**config.mk**
```make
export PLATFORM = sky130hd
export DESIGN_NAME = uart_rx_pkt_ctrl
export DESIGN_NICKNAME = d
export VERILOG_FILES = /design/src/rtl/uart_pkg.sv /design/src/rtl/uart_pkt_buf.sv /design/src/rtl/uart_rx_pkt_ctrl.sv
export SDC_FILE = /design/constraint.sdc
export NUM_CORES = 1
export LEC_CHECK = 0
export BUFFER_PORTS_ARGS = -buffer_cell sky130_fd_sc_hd__buf_2
export CAP_MARGIN = 40
export CORE_UTILIZATION = 59
export DETAILED_ROUTE_END_ITERATION = 6
export GPL_ROUTABILITY_DRIVEN = 0
export GPL_TIMING_DRIVEN = 0
export PLACE_DENSITY = 0.78
export SYNTH_ARGS = -nofsm -noshare
export SYNTH_HDL_FRONTEND = slang
export SYNTH_SLANG_ARGS = --single-unit
export TNS_END_PERCENT = 30
```
**constraint.sdc**
```tcl
create_clock -name clk -period 10.3 [get_ports clk]
set_input_delay 2.06 -clock clk [delete_from_list [all_inputs] [get_ports clk]]
set_output_delay 2.06 -clock clk [all_outputs]
set_load 0.01 [all_outputs]
```
**src/rtl/uart_pkg.sv**
```systemverilog
// -----------------------------------------------------------------------------
// uart_pkg
// Shared definitions for the UART receive packet controller:
//   - state_t          : controller state encoding (IDLE, LEN, PAYLOAD, CHK, DRAIN)
//   - SYNC_BYTE_DEFAULT: default frame start marker
//   - buf_addr_width() : address width for a payload buffer of a given depth
// -----------------------------------------------------------------------------
package uart_pkg;

    typedef enum logic [2:0] {
        ST_IDLE    = 3'd0,
        ST_LEN     = 3'd1,
        ST_PAYLOAD = 3'd2,
        ST_CHK     = 3'd3,
        ST_DRAIN   = 3'd4
    } state_t;

    localparam logic [7:0] SYNC_BYTE_DEFAULT = 8'hA5;

    // A depth-1 buffer still needs a 1-bit address so port widths stay legal.
    function automatic int buf_addr_width(input int depth);
        return (depth > 1) ? $clog2(depth) : 1;
    endfunction

endpackage

```
**src/rtl/uart_pkt_buf.sv**
```systemverilog
// -----------------------------------------------------------------------------
// uart_pkt_buf
// Payload buffer: DEPTH x 8 memory, one write port, one registered read port.
// Written as a plain array so it maps onto block/distributed RAM.
// Ports:
//   clk      in   system clock
//   wr_en    in   write strobe
//   wr_addr  in   write address  [AW-1:0]
//   wr_data  in   write data     [7:0]
//   rd_addr  in   read address   [AW-1:0], sampled every cycle
//   rd_data  out  mem[rd_addr] from the previous clock edge
// -----------------------------------------------------------------------------
module uart_pkt_buf #(
    parameter int DEPTH = 16,
    parameter int AW    = 4
) (
    input  logic          clk,
    input  logic          wr_en,
    input  logic [AW-1:0] wr_addr,
    input  logic [7:0]    wr_data,
    input  logic [AW-1:0] rd_addr,
    output logic [7:0]    rd_data
);

    logic [7:0] mem [DEPTH];

    always_ff @(posedge clk) begin
        if (wr_en) begin
            mem[wr_addr] <= wr_data;
        end
        rd_data <= mem[rd_addr];
    end

endmodule

```
**src/rtl/uart_rx_pkt_ctrl.sv**
```systemverilog
// -----------------------------------------------------------------------------
// uart_rx_pkt_ctrl
// Frames the UART receiver byte stream into packets
//     SYNC, LEN, LEN payload bytes, CHK
// buffers the payload, validates length and checksum (mod-256 sum of LEN and
// payload) and releases good packets on a valid/ready byte stream with m_last.
//
// Optional feature macro: RX_TIMEOUT_EN
//   defined   : inter-byte idle timer inside a frame; after TIMEOUT_CYC idle
//               cycles the frame is dropped with a to_err pulse.
//   undefined : no timer, to_err tied low, frames wait forever.
//
// Ports:
//   clk        in   system clock
//   rst_n      in   asynchronous active-low reset
//   en         in   controller enable; low aborts any frame/drain
//   rx_en      out  receiver enable (registered copy of en)
//   rx_done    in   one-cycle strobe, rx_data valid
//   rx_data    in   received byte
//   m_valid    out  payload byte valid
//   m_data     out  payload byte
//   m_last     out  final payload byte of the packet
//   m_ready    in   consumer ready
//   len_err    out  pulse: LEN of 0 or above MAX_LEN
//   chk_err    out  pulse: checksum mismatch
//   ovr_err    out  pulse: byte received while draining (dropped)
//   to_err     out  pulse: inter-byte timeout
//   pkt_count  out  good packets fully drained (wrapping)
// -----------------------------------------------------------------------------
module uart_rx_pkt_ctrl
    import uart_pkg::*;
#(
    parameter int         MAX_LEN     = 16,
    parameter logic [7:0] SYNC_BYTE   = SYNC_BYTE_DEFAULT,
    parameter int         TIMEOUT_CYC = 50000
) (
    input  logic        clk,
    input  logic        rst_n,
    input  logic        en,
    output logic        rx_en,
    input  logic        rx_done,
    input  logic [7:0]  rx_data,
    output logic        m_valid,
    output logic [7:0]  m_data,
    output logic        m_last,
    input  logic        m_ready,
    output logic        len_err,
    output logic        chk_err,
    output logic        ovr_err,
    output logic        to_err,
    output logic [15:0] pkt_count
);

    localparam int         AW        = buf_addr_width(MAX_LEN);
    localparam logic [7:0] MAX_LEN_B = 8'(MAX_LEN);

    state_t      state_reg, state_next;
    logic [7:0]  len_reg, len_next;
    logic [7:0]  sum_reg, sum_next;
    logic [7:0]  idx_reg, idx_next;
    logic [7:0]  rd_reg, rd_next;
    logic [15:0] pkt_count_reg, pkt_count_next;
    logic        rx_en_reg;
    logic        len_err_reg, len_err_next;
    logic        chk_err_reg, chk_err_next;
    logic        ovr_err_reg, ovr_err_next;

    logic          buf_wr_en;
    logic [AW-1:0] buf_wr_addr;
    logic [AW-1:0] buf_rd_addr;
    logic [7:0]    buf_rd_data;

    logic draining;
    logic last_beat;

    assign draining  = (state_reg == ST_DRAIN);
    assign last_beat = (rd_reg == (len_reg - 8'd1));

`ifdef RX_TIMEOUT_EN
    localparam logic [31:0] TO_LAST = 32'(TIMEOUT_CYC - 1);

    logic [31:0] idle_cnt_reg;
    logic        in_frame;
    logic        timeout_hit;
    logic        to_err_reg, to_err_next;

    assign in_frame = (state_reg == ST_LEN) || (state_reg == ST_PAYLOAD) ||
                      (state_reg == ST_CHK);
    // The counter holds the number of idle cycles already seen, so the
    // cycle on which it equals TIMEOUT_CYC-1 without a byte is the
    // TIMEOUT_CYC-th idle cycle.
    assign timeout_hit = in_frame && !rx_done && (idle_cnt_reg == TO_LAST);

    always_ff @(posedge clk or negedge rst_n) begin
        if (!rst_n) begin
            idle_cnt_reg <= 32'd0;
        end else if (!in_frame || rx_done) begin
            idle_cnt_reg <= 32'd0;
        end else begin
            idle_cnt_reg <= idle_cnt_reg + 32'd1;
        end
    end
`endif

    // -------------------------------------------------------------------------
    // Next-state / datapath control
    // -------------------------------------------------------------------------
    always_comb begin
        state_next     = state_reg;
        len_next       = len_reg;
        sum_next       = sum_reg;
        idx_next       = idx_reg;
        rd_next        = rd_reg;
        pkt_count_next = pkt_count_reg;
        len_err_next   = 1'b0;
        chk_err_next   = 1'b0;
        ovr_err_next   = 1'b0;
        buf_wr_en      = 1'b0;
`ifdef RX_TIMEOUT_EN
        to_err_next    = 1'b0;
`endif

        case (state_reg)
            ST_IDLE: begin
                if (rx_done && (rx_data == SYNC_BYTE)) begin
                    state_next = ST_LEN;
                end
            end

            ST_LEN: begin
                if (rx_done) begin
                    if ((rx_data == 8'd0) || (rx_data > MAX_LEN_B)) begin
                        len_err_next = 1'b1;
                        state_next   = ST_IDLE;
                    end else begin
                        len_next   = rx_data;
                        sum_next   = rx_data;
                        idx_next   = 8'd0;
                        state_next = ST_PAYLOAD;
                    end
                end
            end

            ST_PAYLOAD: begin
                if (rx_done) begin
                    buf_wr_en = 1'b1;
                    sum_next  = sum_reg + rx_data;
                    idx_next  = idx_reg + 8'd1;
                    if (idx_reg == (len_reg - 8'd1)) begin
                        state_next = ST_CHK;
                    end
                end
            end

            ST_CHK: begin
                if (rx_done) begin
                    if (rx_data == sum_reg) begin
                        rd_next    = 8'd0;
                        state_next = ST_DRAIN;
                    end else begin
                        chk_err_next = 1'b1;
                        state_next   = ST_IDLE;
                    end
                end
            end

            ST_DRAIN: begin
                // Any byte here is dropped, including a SYNC coinciding with
                // the final handshake: no frame starts from DRAIN.
                if (rx_done) begin
                    ovr_err_next = 1'b1;
                end
                if (m_ready) begin
                    if (last_beat) begin
                        pkt_count_next = pkt_count_reg + 16'd1;
                        state_next     = ST_IDLE;
                    end else begin
                        rd_next = rd_reg + 8'd1;
                    end
                end
            end

            default: begin
                state_next = ST_IDLE;
            end
        endcase

`ifdef RX_TIMEOUT_EN
        if (timeout_hit) begin
            to_err_next = 1'b1;
            state_next  = ST_IDLE;
        end
`endif

        // Disable aborts silently. A last handshake already taken by the
        // consumer in this cycle is still counted as a delivered packet.
        if (!en) begin
            state_next   = ST_IDLE;
            len_err_next = 1'b0;
            chk_err_next = 1'b0;
            ovr_err_next = 1'b0;
            buf_wr_en    = 1'b0;
`ifdef RX_TIMEOUT_EN
            to_err_next  = 1'b0;
`endif
        end
    end

    // Read address follows rd_next so the registered RAM output already holds
    // buf[rd] in the cycle the controller presents it; this gives first-byte
    // valid one cycle after the CHK byte and stable data while stalled.
    assign buf_wr_addr = idx_reg[AW-1:0];
    assign buf_rd_addr = rd_next[AW-1:0];

    uart_pkt_buf #(
        .DEPTH (MAX_LEN),
        .AW    (AW)
    ) u_buf (
        .clk     (clk),
        .wr_en   (buf_wr_en),
        .wr_addr (buf_wr_addr),
        .wr_data (rx_data),
        .rd_addr (buf_rd_addr),
        .rd_data (buf_rd_data)
    );

    // -------------------------------------------------------------------------
    // State register
    // -------------------------------------------------------------------------
    always_ff @(posedge clk or negedge rst_n) begin
        if (!rst_n) begin
            state_reg     <= ST_IDLE;
            len_reg       <= 8'd0;
            sum_reg       <= 8'd0;
            idx_reg       <= 8'd0;
            rd_reg        <= 8'd0;
            pkt_count_reg <= 16'd0;
            rx_en_reg     <= 1'b0;
            len_err_reg   <= 1'b0;
            chk_err_reg   <= 1'b0;
            ovr_err_reg   <= 1'b0;
        end else begin
            state_reg     <= state_next;
            len_reg       <= len_next;
            sum_reg       <= sum_next;
            idx_reg       <= idx_next;
            rd_reg        <= rd_next;
            pkt_count_reg <= pkt_count_next;
            rx_en_reg     <= en;
            len_err_reg   <= len_err_next;
            chk_err_reg   <= chk_err_next;
            ovr_err_reg   <= ovr_err_next;
        end
    end

`ifdef RX_TIMEOUT_EN
    always_ff @(posedge clk or negedge rst_n) begin
        if (!rst_n) begin
            to_err_reg <= 1'b0;
        end else begin
            to_err_reg <= to_err_next;
        end
    end
    assign to_err = to_err_reg;
`else
    assign to_err = 1'b0;
`endif

    // -------------------------------------------------------------------------
    // Outputs
    // -------------------------------------------------------------------------
    assign rx_en     = rx_en_reg;
    assign m_valid   = draining;
    // RAM output register has no reset; gate it so m_data reads 0 outside DRAIN.
    assign m_data    = draining ? buf_rd_data : 8'h00;
    assign m_last    = draining && last_beat;
    assign len_err   = len_err_reg;
    assign chk_err   = chk_err_reg;
    assign ovr_err   = ovr_err_reg;
    assign pkt_count = pkt_count_reg;

endmodule

```
==> results of run 1 <==
[metal layers]
metal | global-route usage [%] | wire length, microns | vias up
li1 | - | - | 2770
met1 | 38.36 | 8685 | 3030
met2 | 43.22 | 9906 | 285
met3 | 7.388 | 1801 | 45
met4 | 10.13 | 476 | 0
met5 | 0 | 0 | -
[worst paths after layout]
kind	startpoint	to	slack [ps]	cells past startpoint
setup / recovery	rx_data[4]	u_buf.rd_data[6]$_DFF_P_	4800	14
hold / removal	pkt_count[15]$_DFFE_PN0P_	pkt_count[15]$_DFFE_PN0P_	470	1
setup reg to reg	len_reg[1]$_DFFE_PN0P_	u_buf.rd_data[6]$_DFF_P_	6250	13
hold reg to reg	pkt_count[15]$_DFFE_PN0P_	pkt_count[15]$_DFFE_PN0P_	470	1
max in group asynchronous	rst_n	rd_reg[1]$_DFF_PN0_	8010	2
min in group asynchronous	rst_n	pkt_count[10]$_DFFE_PN0P_	1690	1
[metrics by stage]
step | worst slack, ps | hold slack, ps | std cells
6_report | 4801 | 473.8 | 958
5_1_grt | 4640 | 485.6 | 957
4_1_cts | 4901 | 475.8 | 957
3_5_place_dp | 4466 | 458.4 | 925
3_3_place_gp | 4526 | 452.7 | 919
2_1_floorplan | 5606 | 453.8 | 694
[worst max-delay path: cells and delay by family]
kind            cells  cell delay (ps)
simple gates        6             1740
fa+ha+maj           1              390
buf+inv             4              840
compound gates      3              740
[kinds of logic (layout without fill, tap and decap cells)]
logic type | after synthesis | in the layout | share of synthesized area, %
AND/OR/NAND/NOR | 201 | 201 | 13.54
flip-flops | 191 | 191 | 60.77
AO/OA/AOI/OAI | 135 | 135 | 10.78
buffers and inverters | 68 | 147 | 3.646
XOR/XNOR | 43 | 43 | 4.409
multiplexers | 40 | 40 | 4.607
adder cells (fa/ha/maj) | 15 | 15 | 2.205
other | 1 | 2 | 0.04236
[synth_stat cells, types with 9 or more instances]
master                     number
sky130_fd_sc_hd__a211oi_1      68
sky130_fd_sc_hd__a21oi_1       12
sky130_fd_sc_hd__and3_1        16
sky130_fd_sc_hd__and4_1        33
sky130_fd_sc_hd__buf_2          9
sky130_fd_sc_hd__clkbuf_1      30
sky130_fd_sc_hd__dfrtp_1       55
sky130_fd_sc_hd__edfxtp_1     128
sky130_fd_sc_hd__ha_1          14
sky130_fd_sc_hd__inv_1         18
sky130_fd_sc_hd__mux2i_1       34
sky130_fd_sc_hd__nand2_1       35
sky130_fd_sc_hd__nand3_1       20
sky130_fd_sc_hd__nand4_1        9
sky130_fd_sc_hd__nor2_1        31
sky130_fd_sc_hd__nor3_1        10
sky130_fd_sc_hd__o21ai_0       29
sky130_fd_sc_hd__xnor2_1       26
sky130_fd_sc_hd__xor2_1        16
[layout by cell type, fill, tap and decap left out, types with 6 or more instances in the layout]
| cell | synthesis | final |
|---|---|---|
| sky130_fd_sc_hd__or4_1 | 8 | 8 |
| sky130_fd_sc_hd__a21oi_1 | 12 | 12 |
| sky130_fd_sc_hd__dfrtp_1 | 55 | 55 |
| sky130_fd_sc_hd__and2_1 | 6 | 6 |
| sky130_fd_sc_hd__a211oi_1 | 68 | 68 |
| sky130_fd_sc_hd__nor2_1 | 31 | 31 |
| sky130_fd_sc_hd__mux2i_1 | 34 | 34 |
| sky130_fd_sc_hd__buf_2 | 9 | 53 |
| sky130_fd_sc_hd__and4_1 | 33 | 33 |
| sky130_fd_sc_hd__dfxtp_1 | 8 | 8 |
| sky130_fd_sc_hd__nor3_1 | 10 | 10 |
| sky130_fd_sc_hd__nand4_1 | 9 | 9 |
| sky130_fd_sc_hd__nand2_1 | 35 | 35 |
| sky130_fd_sc_hd__nand3_1 | 20 | 20 |
| sky130_fd_sc_hd__clkbuf_16 | 0 | 17 |
| sky130_fd_sc_hd__ha_1 | 14 | 14 |
| sky130_fd_sc_hd__xnor2_1 | 26 | 26 |
| sky130_fd_sc_hd__o21ai_0 | 29 | 29 |
| sky130_fd_sc_hd__buf_6 | 7 | 7 |
| sky130_fd_sc_hd__nand2b_1 | 7 | 7 |
| sky130_fd_sc_hd__inv_1 | 18 | 18 |
| sky130_fd_sc_hd__clkbuf_1 | 30 | 30 |
| sky130_fd_sc_hd__and3_1 | 16 | 16 |
| sky130_fd_sc_hd__mux2_2 | 6 | 6 |
| sky130_fd_sc_hd__edfxtp_1 | 128 | 128 |
| sky130_fd_sc_hd__xor2_1 | 16 | 16 |
[cell type report]
| type | count | area [sq um] | share of cell area, % |
|---|---|---|---|
| Antenna cell | 1 | 2.502 | 0.02509 |
| Buffer | 49 | 251.5 | 2.522 |
| Clock buffer | 17 | 425.4 | 4.266 |
| Clock inverter | 15 | 205.2 | 2.058 |
| Inverter | 19 | 71.32 | 0.7152 |
| Multi-Input combinational cell | 435 | 3151 | 31.59 |
| Sequential cell | 191 | 5380 | 53.95 |
| Tap cell | 184 | 230.2 | 2.309 |
| Timing Repair Buffer | 47 | 255.2 | 2.560 |
[power groups by stage]
| stage | logic [mW] | registers (mW) | clock network (mW) |
|---|---|---|---|
| 2_1_floorplan | 0.181 | 0.871 | 0 |
| 3_3_place_gp | 0.224 | 0.873 | 0 |
| 3_5_place_dp | 0.237 | 0.875 | 0 |
| 4_1_cts | 0.240 | 0.859 | 0.709 |
| 5_1_grt | 0.267 | 0.862 | 0.742 |
| 6_report | 0.239 | 0.860 | 0.704 |
==> qor.csv, run 1 <==
metric,value,unit
gr-usage-all-layers,28.02,%
synth_cells,694,
synth.top_cell.area_share,43.41,%
synth_enable_flop_cells,128,
setup.worst_path.end_class,register,
post-synth-top-area-cell,sky130_fd_sc_hd__edfxtp_1,
outcome,"finished, final reports clean",
numPortBuffers,41,
postCtsResizedCells,0,
syn_to_final_growth,12.63,%
postLayoutCellArea,9972,sq um
switching_power_share_of_the_total,24.95,%
fin_skew,7.911,ps
max_freq,181.9,MHz
ys_ff_latch,191,
number_of_global_route_vias_before_repair,6070,
synth_cell_types,59,
timing.setup.critical_path_class,in2reg,
seq_power_share,47.7,%
detail_route.drc_violations,0,
grt_first_pass_wirelength,33.09,mm
nFillCells,1002,
max_stage_delay,590,ps
postCtsSetupBuffers,0,
synth_top_flop_cell,sky130_fd_sc_hd__edfxtp_1,
timing.max_cap.violations,0,
timing.critical_path.arrival,5790,ps
cp_slowest_cell,sky130_fd_sc_hd__or4_1,
fin_crit,5499,ps
tritoncts,yes,
postRouteAntennaNets,0,
rows,44,
timing.hold.worst.class,reg2reg,
routed_via_density,6.399,
dr_total_vias,6130,
ioPinCount,44,
drt_iter0_drcs,595,
cts-htree-levels,4,
nNetsFinal,788,
clkSinkCount,191,
timing.critical_path.fanout_max,21,
tightest_slew,801.7,ps
power.combinational.fraction,13.2,%
cts_buffers,17,
postLayoutCoreUtil,68.35,%
half_perimeter_wire_length_of_the_detailed_placement_result,14.09,mm
async_flop_share,28.80,%
drt-total-wl,20.87,mm
final_layout_size_suffix_gt1_share,14.88,%
timing.final.crit_share,53.39,%
max_slew_headroom,46.36,%
clk_pin_slew,70,ps
drt-wirelength-per-cell,21.78,microns
grt_start_max_net_pins,32,
report.final.setup_viol,0,
static-leakage-power,3.770,nW
placeableCoreArea,14590,sq um
clock_tree.root_cell,sky130_fd_sc_hd__clkbuf_16,
postSynthNetCount,722,
p_int,1.353,mW
synth.top_cells.by_area,"sky130_fd_sc_hd__edfxtp_1 (43%), sky130_fd_sc_hd__dfrtp_1 (16%), sky130_fd_sc_hd__a211oi_1 (5.8%)",
die_width,124.5,microns
die_height,124.5,microns
cts.path.max_buffers,2,
grt_setup_unrepaired,no,
critical_path_required,10600,ps
fp.dieArea,15500,sq um
yosysWarnings,0,
mappedNetlistArea,8853,sq um
worst_setup_path_start_kind,input pin,
grt_overflow,0,
netSwitchingPower,0.4498,mW
clk_latency_worst_skew_pair,430,ps
design_power_total,1.803,mW
cp_cell_sequence,buf_2 > ha_1 > nor4_1 > and3_1 > nand2_1 > o21a_1 > nand2_1 > and3_4 > buf_6 > inv_2 > buf_2 > a211oi_1 > a211oi_1 > or4_1,
pwr_density_cell,180.8,nW/um^2
postSynthAreaPerCell,12.76,sq um
dp_area,9339,sq um
clock_power_share,39.1,%
finalMaxSlewViolations,0,
vdd_ir_drop_max,0.1529,mV
largest_reg_flops,128,
setup_total_negative_slack,0,ps
final_hold_viol_count,0,
initial_utilization,60.69,%
seq_area_frac_synth,60.77,%
antenna_found_initial,1,
holdBufCountCts,0,
drt-pass1-iter-count,5,
Note: power is estimated with default switching activity, not from simulation.
==> run 2, diff against run 1 <==
--- a/config.mk
+++ b/config.mk
@@ -7,11 +7,11 @@
 export LEC_CHECK = 0
 export BUFFER_PORTS_ARGS = -buffer_cell sky130_fd_sc_hd__buf_2
 export CAP_MARGIN = 40
-export CORE_UTILIZATION = 59
+export CORE_UTILIZATION = 55
 export DETAILED_ROUTE_END_ITERATION = 6
 export GPL_ROUTABILITY_DRIVEN = 0
 export GPL_TIMING_DRIVEN = 0
-export PLACE_DENSITY = 0.78
+export PLACE_DENSITY = 0.77
 export SYNTH_ARGS = -nofsm -noshare
 export SYNTH_HDL_FRONTEND = slang
 export SYNTH_SLANG_ARGS = --single-unit
==> constraint.sdc (replaced) <==
create_clock -name clk -period 4.6 [get_ports clk]
set_input_delay 0.92 -clock clk [delete_from_list [all_inputs] [get_ports clk]]
set_output_delay 0.92 -clock clk [all_outputs]
set_load 0.01 [all_outputs]
==> qor.csv, run 2 (synthesized netlist as in run 1, its figures left out) <==
metric,value,unit,change
outcome,"finished, final reports clean",,
detail_route.drc_violations,0,,unchanged
clock_tree.root_cell,sky130_fd_sc_hd__clkbuf_16,,
timing.critical_path.arrival,4640,ps,-1150 ps
finalMaxSlewViolations,0,,unchanged
timing.hold.worst.class,in2async,,
clkSinkCount,191,,unchanged
groute.layer.met2.usage,41.72,%,-1.5 points
ioPinCount,44,,unchanged
pwr_density_cell,397.2,nW/um^2,+120%
static-leakage-power,3.747,nW,-0.62%
worst_setup_path_start_kind,input pin,,
drt-pass1-iter-count,5,,unchanged
worst_setup_path_startpoint,rx_data[4],,
grt_first_pass_wirelength,31.80,mm,-3.9%
cts_buffers,17,,unchanged
half_perimeter_wire_length_of_the_detailed_placement_result,13.87,mm,-1.6%
vdd_ir_drop_max,0.2669,mV,+75%
setup.worst_path.end_class,register,,
max_freq,229.8,MHz,
final_hold_viol_count,0,,unchanged
final_layout_size_suffix_gt1_share,14.49,%,-0.39 points
grt_overflow,0,,unchanged
grt_start_max_net_pins,39,,+22%
holdBufCountCts,0,,unchanged
postCtsSetupBuffers,0,,unchanged
timing.final.crit_share,94.61,%,
nNetsFinal,788,,unchanged
finalHoldWorstSlack,410.6,ps,-63.17 ps
drt-wirelength-per-cell,20.79,microns,-4.5%
syn_to_final_growth,12.65,%,about the same
tritoncts,yes,,
grt.met3_usage,6.653,%,-0.74 points
fp.dieArea,16610,sq um,+7.2%
global_route.usage.met1,33.87,%,-4.5 points
die_width,128.9,microns,+3.5%
timing.setup.critical_path_class,in2reg,,
cts.path.max_buffers,2,,unchanged
fin_crit,4352,ps,
layout.cells.most_common_list,"sky130_fd_sc_hd__edfxtp_1 (128), sky130_fd_sc_hd__a211oi_1 (68), sky130_fd_sc_hd__buf_2 (55), sky130_fd_sc_hd__dfrtp_1 (55), sky130_fd_sc_hd__nand2_1 (35)",,
timing.max_cap.violations,0,,unchanged
routed_via_density,6.151,,-3.9%
tightest_slew,866.3,ps,+64.62 ps
max_slew_headroom,42.03,%,-4.3 points
timing.critical_path.fanout_max,21,,unchanged
number_of_global_route_vias_before_repair,5873,,-3.2%
grt_setup_unrepaired,no,,
fin_skew,7.757,ps,-0.1540 ps
numPortBuffers,41,,unchanged
critical_path_required,4890,ps,-5710 ps
clk_pin_slew,70,ps,about the same
gr-usage-all-layers,26.06,%,-2.0 points
worst_r2r_startpoint,len_reg[0]$_DFFE_PN0P_,,
rows,46,,+4.5%
layout.cells.most_common,sky130_fd_sc_hd__edfxtp_1,,
clk_latency_worst_skew_pair,430,ps,about the same
drt-total-wl,20.59,mm,-1.4%
report.final.setup_viol,0,,unchanged
antenna_found_initial,2,,+1
placeableCoreArea,15770,sq um,+8.1%
postRouteAntennaNets,0,,unchanged
die_height,128.9,microns,+3.5%
cts-htree-levels,4,,unchanged
drt_iter0_drcs,692,,+16%
busiest_layer,met2,,
design_power_total,3.961,mW,+120%
initial_utilization,56.14,%,-4.5 points
largest_reg_flops,128,,unchanged
postCtsResizedCells,0,,unchanged
dr_total_vias,6089,,-0.67%
-- run 2: cell count changes in the layout (fill, tap and decap cells not counted) --
cell | previous run | this run
sky130_fd_sc_hd__clkbuf_1 | 30 | 33
sky130_fd_sc_hd__inv_6 | 4 | 1
sky130_fd_sc_hd__buf_2 | 53 | 55
sky130_fd_sc_hd__buf_4 | 3 | 1
sky130_fd_sc_hd__bufinv_16 | 4 | 3
sky130_fd_sc_hd__clkinv_2 | 3 | 2
sky130_fd_sc_hd__clkinv_4 | 1 | 2
sky130_fd_sc_hd__clkinvlp_4 | 2 | 3
-- run 2: path summary, 6_finish.rpt --
path | end | slack [ps] | cells past startpoint
setup / recovery | u_buf.rd_data[6]$_DFF_P_ | 250 | 14
hold / removal | pkt_count[10]$_DFFE_PN0P_ | 410 | 1
setup reg to reg | u_buf.rd_data[3]$_DFF_P_ | 520 | 15
hold reg to reg | pkt_count[15]$_DFFE_PN0P_ | 480 | 1
max in group asynchronous | rd_reg[5]$_DFFE_PN0P_ | 3630 | 2
min in group clk | pkt_count[15]$_DFFE_PN0P_ | 480 | 1
-- run 2: routing by layer --
layer,share of wire (%),up-vias
li1,-,2762
met1,40,2985
met2,49,288
met3,8.1,52
met4,3.0,2
met5,0.053,-
-- run 2: layout make-up --
| class | count | area (sq um) |
|---|---|---|
| Antenna cell | 1 | 2.502 |
| Buffer | 49 | 251.5 |
| Clock buffer | 20 | 436.7 |
| Clock inverter | 12 | 160.2 |
| Fill cell | 1174 | 5797 |
| Inverter | 19 | 71.32 |
| Multi-Input combinational cell | 435 | 3151 |
| Sequential cell | 191 | 5380 |
| Tap cell | 216 | 270.3 |
| Timing Repair Buffer | 47 | 250.2 |
-- run 2: power by group --
| part | internal [mW] | leakage (nW) | switching (mW) |
|---|---|---|---|
| Sequential | 1.88 | 1.95 | 0.0443 |
| Combinational | 0.230 | 1.51 | 0.311 |
| Clock | 0.860 | 0.283 | 0.635 |
| Total | 2.97 | 3.75 | 0.990 |
-- run 2: critical path: stages --
cell	delay, ps
sky130_fd_sc_hd__buf_2	450
sky130_fd_sc_hd__ha_1	390
sky130_fd_sc_hd__nor4_1	260
sky130_fd_sc_hd__and3_1	250
sky130_fd_sc_hd__nand2_1	110
sky130_fd_sc_hd__o21a_1	330
sky130_fd_sc_hd__nand2_1	270
sky130_fd_sc_hd__and3_4	240
sky130_fd_sc_hd__buf_6	140
sky130_fd_sc_hd__inv_2	80
sky130_fd_sc_hd__buf_2	200
sky130_fd_sc_hd__a211oi_1	300
sky130_fd_sc_hd__a211oi_1	90
sky130_fd_sc_hd__or4_1	610
-- run 2: stage by stage --
step / setup slack, ps / TNS (ps) / util (%) / instance area, sq um / cells
floorplan: 1046 / 0 / - / 8853 / 694
global placement: -8.920 / -8.920 / 59.16 / 9329 / 951
detailed placement: -65.74 / -157.8 / 59.44 / 9374 / 957
CTS: 352.0 / 0 / 63.23 / 9971 / 989
global route: 177.6 / 0 / 63.23 / 9971 / 989
finish: 247.9 / 0 / 63.24 / 9973 / 990
==> run 3, diff against run 2 <==
--- a/config.mk
+++ b/config.mk
@@ -7,11 +7,14 @@
 export LEC_CHECK = 0
 export BUFFER_PORTS_ARGS = -buffer_cell sky130_fd_sc_hd__buf_2
 export CAP_MARGIN = 40
-export CORE_UTILIZATION = 55
+export CORE_UTILIZATION = 57
+export CTS_BUF_LIST = sky130_fd_sc_hd__clkbuf_2 sky130_fd_sc_hd__clkbuf_4 sky130_fd_sc_hd__clkbuf_8
+export CTS_CLUSTER_SIZE = 16
 export DETAILED_ROUTE_END_ITERATION = 6
 export GPL_ROUTABILITY_DRIVEN = 0
 export GPL_TIMING_DRIVEN = 0
-export PLACE_DENSITY = 0.77
+export PLACE_DENSITY = 0.79
+export REMOVE_ABC_BUFFERS = 1
 export SYNTH_ARGS = -nofsm -noshare
 export SYNTH_HDL_FRONTEND = slang
 export SYNTH_SLANG_ARGS = --single-unit
==> qor.csv, run 3 (synthesized netlist as in run 1, its figures left out) <==
metric,value,unit,change
outcome,"finished, final reports clean",,
final_layout_size_suffix_gt1_share,14.36,%,-0.13 points
postLayoutCoreUtil,63.51,%,+0.26 points
antenna_found_initial,1,,-1
timing.final.ws_setup,205.7,ps,-42.23 ps
die_width,126.6,microns,-1.7%
worst_setup_path_startpoint,len_reg[0]$_DFFE_PN0P_,,
max_slew_headroom,45.12,%,+3.1 points
gr-usage-all-layers,25.84,%,-0.22 points
drt-pass1-iter-count,7,,+2
vdd_ir_drop_max,0.1947,mV,-27%
clk_pin_slew,100,ps,+30 ps
detail_route.drc_violations,0,,unchanged
layout.cells.most_common_list,"sky130_fd_sc_hd__edfxtp_1 (128), sky130_fd_sc_hd__a211oi_1 (68), sky130_fd_sc_hd__dfrtp_1 (55), sky130_fd_sc_hd__buf_2 (42), sky130_fd_sc_hd__nand2_1 (35)",,
timing.critical_path.arrival,4720,ps,+80 ps
postRouteAntennaNets,0,,unchanged
nFillCells,1104,,-6.0%
setup_total_negative_slack,0,ps,unchanged
timing.hold.worst.class,in2async,,
drt_iter0_drcs,492,,-29%
timing.max_cap.violations,0,,unchanged
drt-total-wl,19.58,mm,-4.9%
final_hold_viol_count,0,,unchanged
grt_first_pass_wirelength,30.94,mm,-2.7%
cts_buffers,17,,unchanged
grt_overflow,0,,unchanged
half_perimeter_wire_length_of_the_detailed_placement_result,12.63,mm,-8.9%
tightest_slew,820.2,ps,-46.11 ps
critical_path_required,4930,ps,+40 ps
worst_setup_path_start_kind,register,,
layout.cells.most_common,sky130_fd_sc_hd__edfxtp_1,,
timing.final.crit_share,95.53,%,+0.92 points
numPortBuffers,42,,+2.4%
clk_latency_worst_skew_pair,460,ps,+30 ps
antenna_cells_inserted,0,,-1
largest_reg_flops,128,,unchanged
tritoncts,yes,,
design_power_total,3.665,mW,-7.5%
nNetsFinal,746,,-5.3%
r2r.worst_path.cells,12,,-3
dr_total_vias,5899,,-3.1%
setup.reg_to_reg.worst_slack,210,ps,-310 ps
number_of_global_route_vias_before_repair,5789,,-1.4%
p_int,2.714,mW,-8.6%
cts-htree-levels,4,,unchanged
routed_via_density,6.419,,+4.4%
pwr_density_cell,379.6,nW/um^2,-4.4%
clock_tree.root_cell,sky130_fd_sc_hd__clkbuf_8,,
power.combinational.fraction,13.6,%,about the same
dp_worst_setup_slack,-696.5,ps,-630.7 ps
worst_r2r_startpoint,len_reg[0]$_DFFE_PN0P_,,
grt_start_max_net_pins,39,,unchanged
fp.dieArea,16040,sq um,-3.5%
clkSinkCount,191,,unchanged
report.final.setup_viol,0,,unchanged
switching_power_share_of_the_total,25.94,%,+0.94 points
initial_utilization,58.24,%,+2.1 points
worst_r2r_dst,u_buf.rd_data[3]$_DFF_P_,,
static-leakage-power,3.604,nW,-3.8%
finalMaxSlewViolations,0,,unchanged
setup.worst_path.end_class,register,,
rows,45,,-2.2%
clock_power_share,33.4,%,-4.3 points
syn_to_final_growth,9.045,%,
ioPinCount,44,,unchanged
timing.critical_path.fanout_max,34,,+62%
placeableCoreArea,15200,sq um,-3.6%
die_height,126.6,microns,-1.7%
fin_crit,4394,ps,+42.23 ps
timing.setup.critical_path_class,reg2reg,,
max_freq,227.6,MHz,-0.96%
grt_setup_unrepaired,no,,
drt-wirelength-per-cell,21.31,microns,+2.5%
fin_skew,10.48,ps,+2.727 ps
cts.path.max_buffers,2,,unchanged
seq_power_share,53.0,%,+4.4 points
netSwitchingPower,0.9507,mW,-4.0%
==> run 3: cell types whose count changed in the layout (fill, tap and decap cells not counted), sizes merged <==
cell and delta:
clkbuf -29, buf -15, inv +3, clkinvlp -2, and3 +1, bufinv +1, clkinv -1, diode -1
==> run 3: worst max path at each step <==
stage,endpoint,slack [ps],cells past startpoint
4_1_cts,u_buf.rd_data[3]$_DFF_P_,60,13
6_report,u_buf.rd_data[3]$_DFF_P_,210,12
5_1_grt,u_buf.rd_data[2]$_DFF_P_,30,12
2_1_floorplan,u_buf.rd_data[0]$_DFF_P_,330,11
3_5_place_dp,u_buf.rd_data[0]$_DFF_P_,-700,13
3_3_place_gp,u_buf.rd_data[2]$_DFF_P_,-1150,12
==> run 3: power by group through the flow <==
stage                     clock [mW]  combinational [mW]  sequential [mW]
after global routing            1.31               0.552             1.95
after CTS                       1.23               0.499             1.94
after global placement             0               0.466             1.97
final                           1.22               0.499             1.94
after detailed placement           0               0.484             1.98
after floorplan                    0               0.371             1.96
==> run 3: layout make-up <==
cell class	count	area [sq um]	area share, %
clock buffer	19	249.0	2.579
clock inverter	13	202.7	2.100
inverter	19	73.82	0.7646
multi-input combinational	436	3168	32.81
sequential	191	5380	55.73
tap	188	235.2	2.436
timing repair buffer	53	345.3	3.577
==> run 3: worst max-delay path: stages (launching register included) <==
cell and delay (ps):
sky130_fd_sc_hd__dfrtp_1 510, sky130_fd_sc_hd__inv_1 100, sky130_fd_sc_hd__ha_1 190, sky130_fd_sc_hd__or3b_1 470, sky130_fd_sc_hd__nand2_1 110, sky130_fd_sc_hd__a211oi_1 100, sky130_fd_sc_hd__o311ai_4 560, sky130_fd_sc_hd__a211o_4 430
sky130_fd_sc_hd__and3_4 500, sky130_fd_sc_hd__inv_4 230, sky130_fd_sc_hd__a211oi_1 330, sky130_fd_sc_hd__a211oi_1 120, sky130_fd_sc_hd__or4_1 580
==> run 3: metal layers <==
metal,up-vias,global-route usage [%],routed length [microns]
met1,2930,34.38,8314
met2,258,41.57,9545
met4,0,9.355,360
met5,-,0,0
met3,33,6.284,1361
li1,2678,-,-
==> run 3: through the flow <==
stage               hold WS (ps)  instances  cell area, sq um
floorplan                  453.8        645              8602
global placement           452.3        875              9047
detailed placement         466.3        883              9158
CTS                        380.9        918              9642
global route               405.3        919              9654
finish                     401.2        919              9654
==> run 3: timing repair <==
action	in CTS	in global routing
cloned	1	0
hold buffers	0	0
resized for setup	1	4
pin swaps	1	0
setup endpoints to repair	8	8
buffers inserted	2	0
hold endpoints to repair	0	0
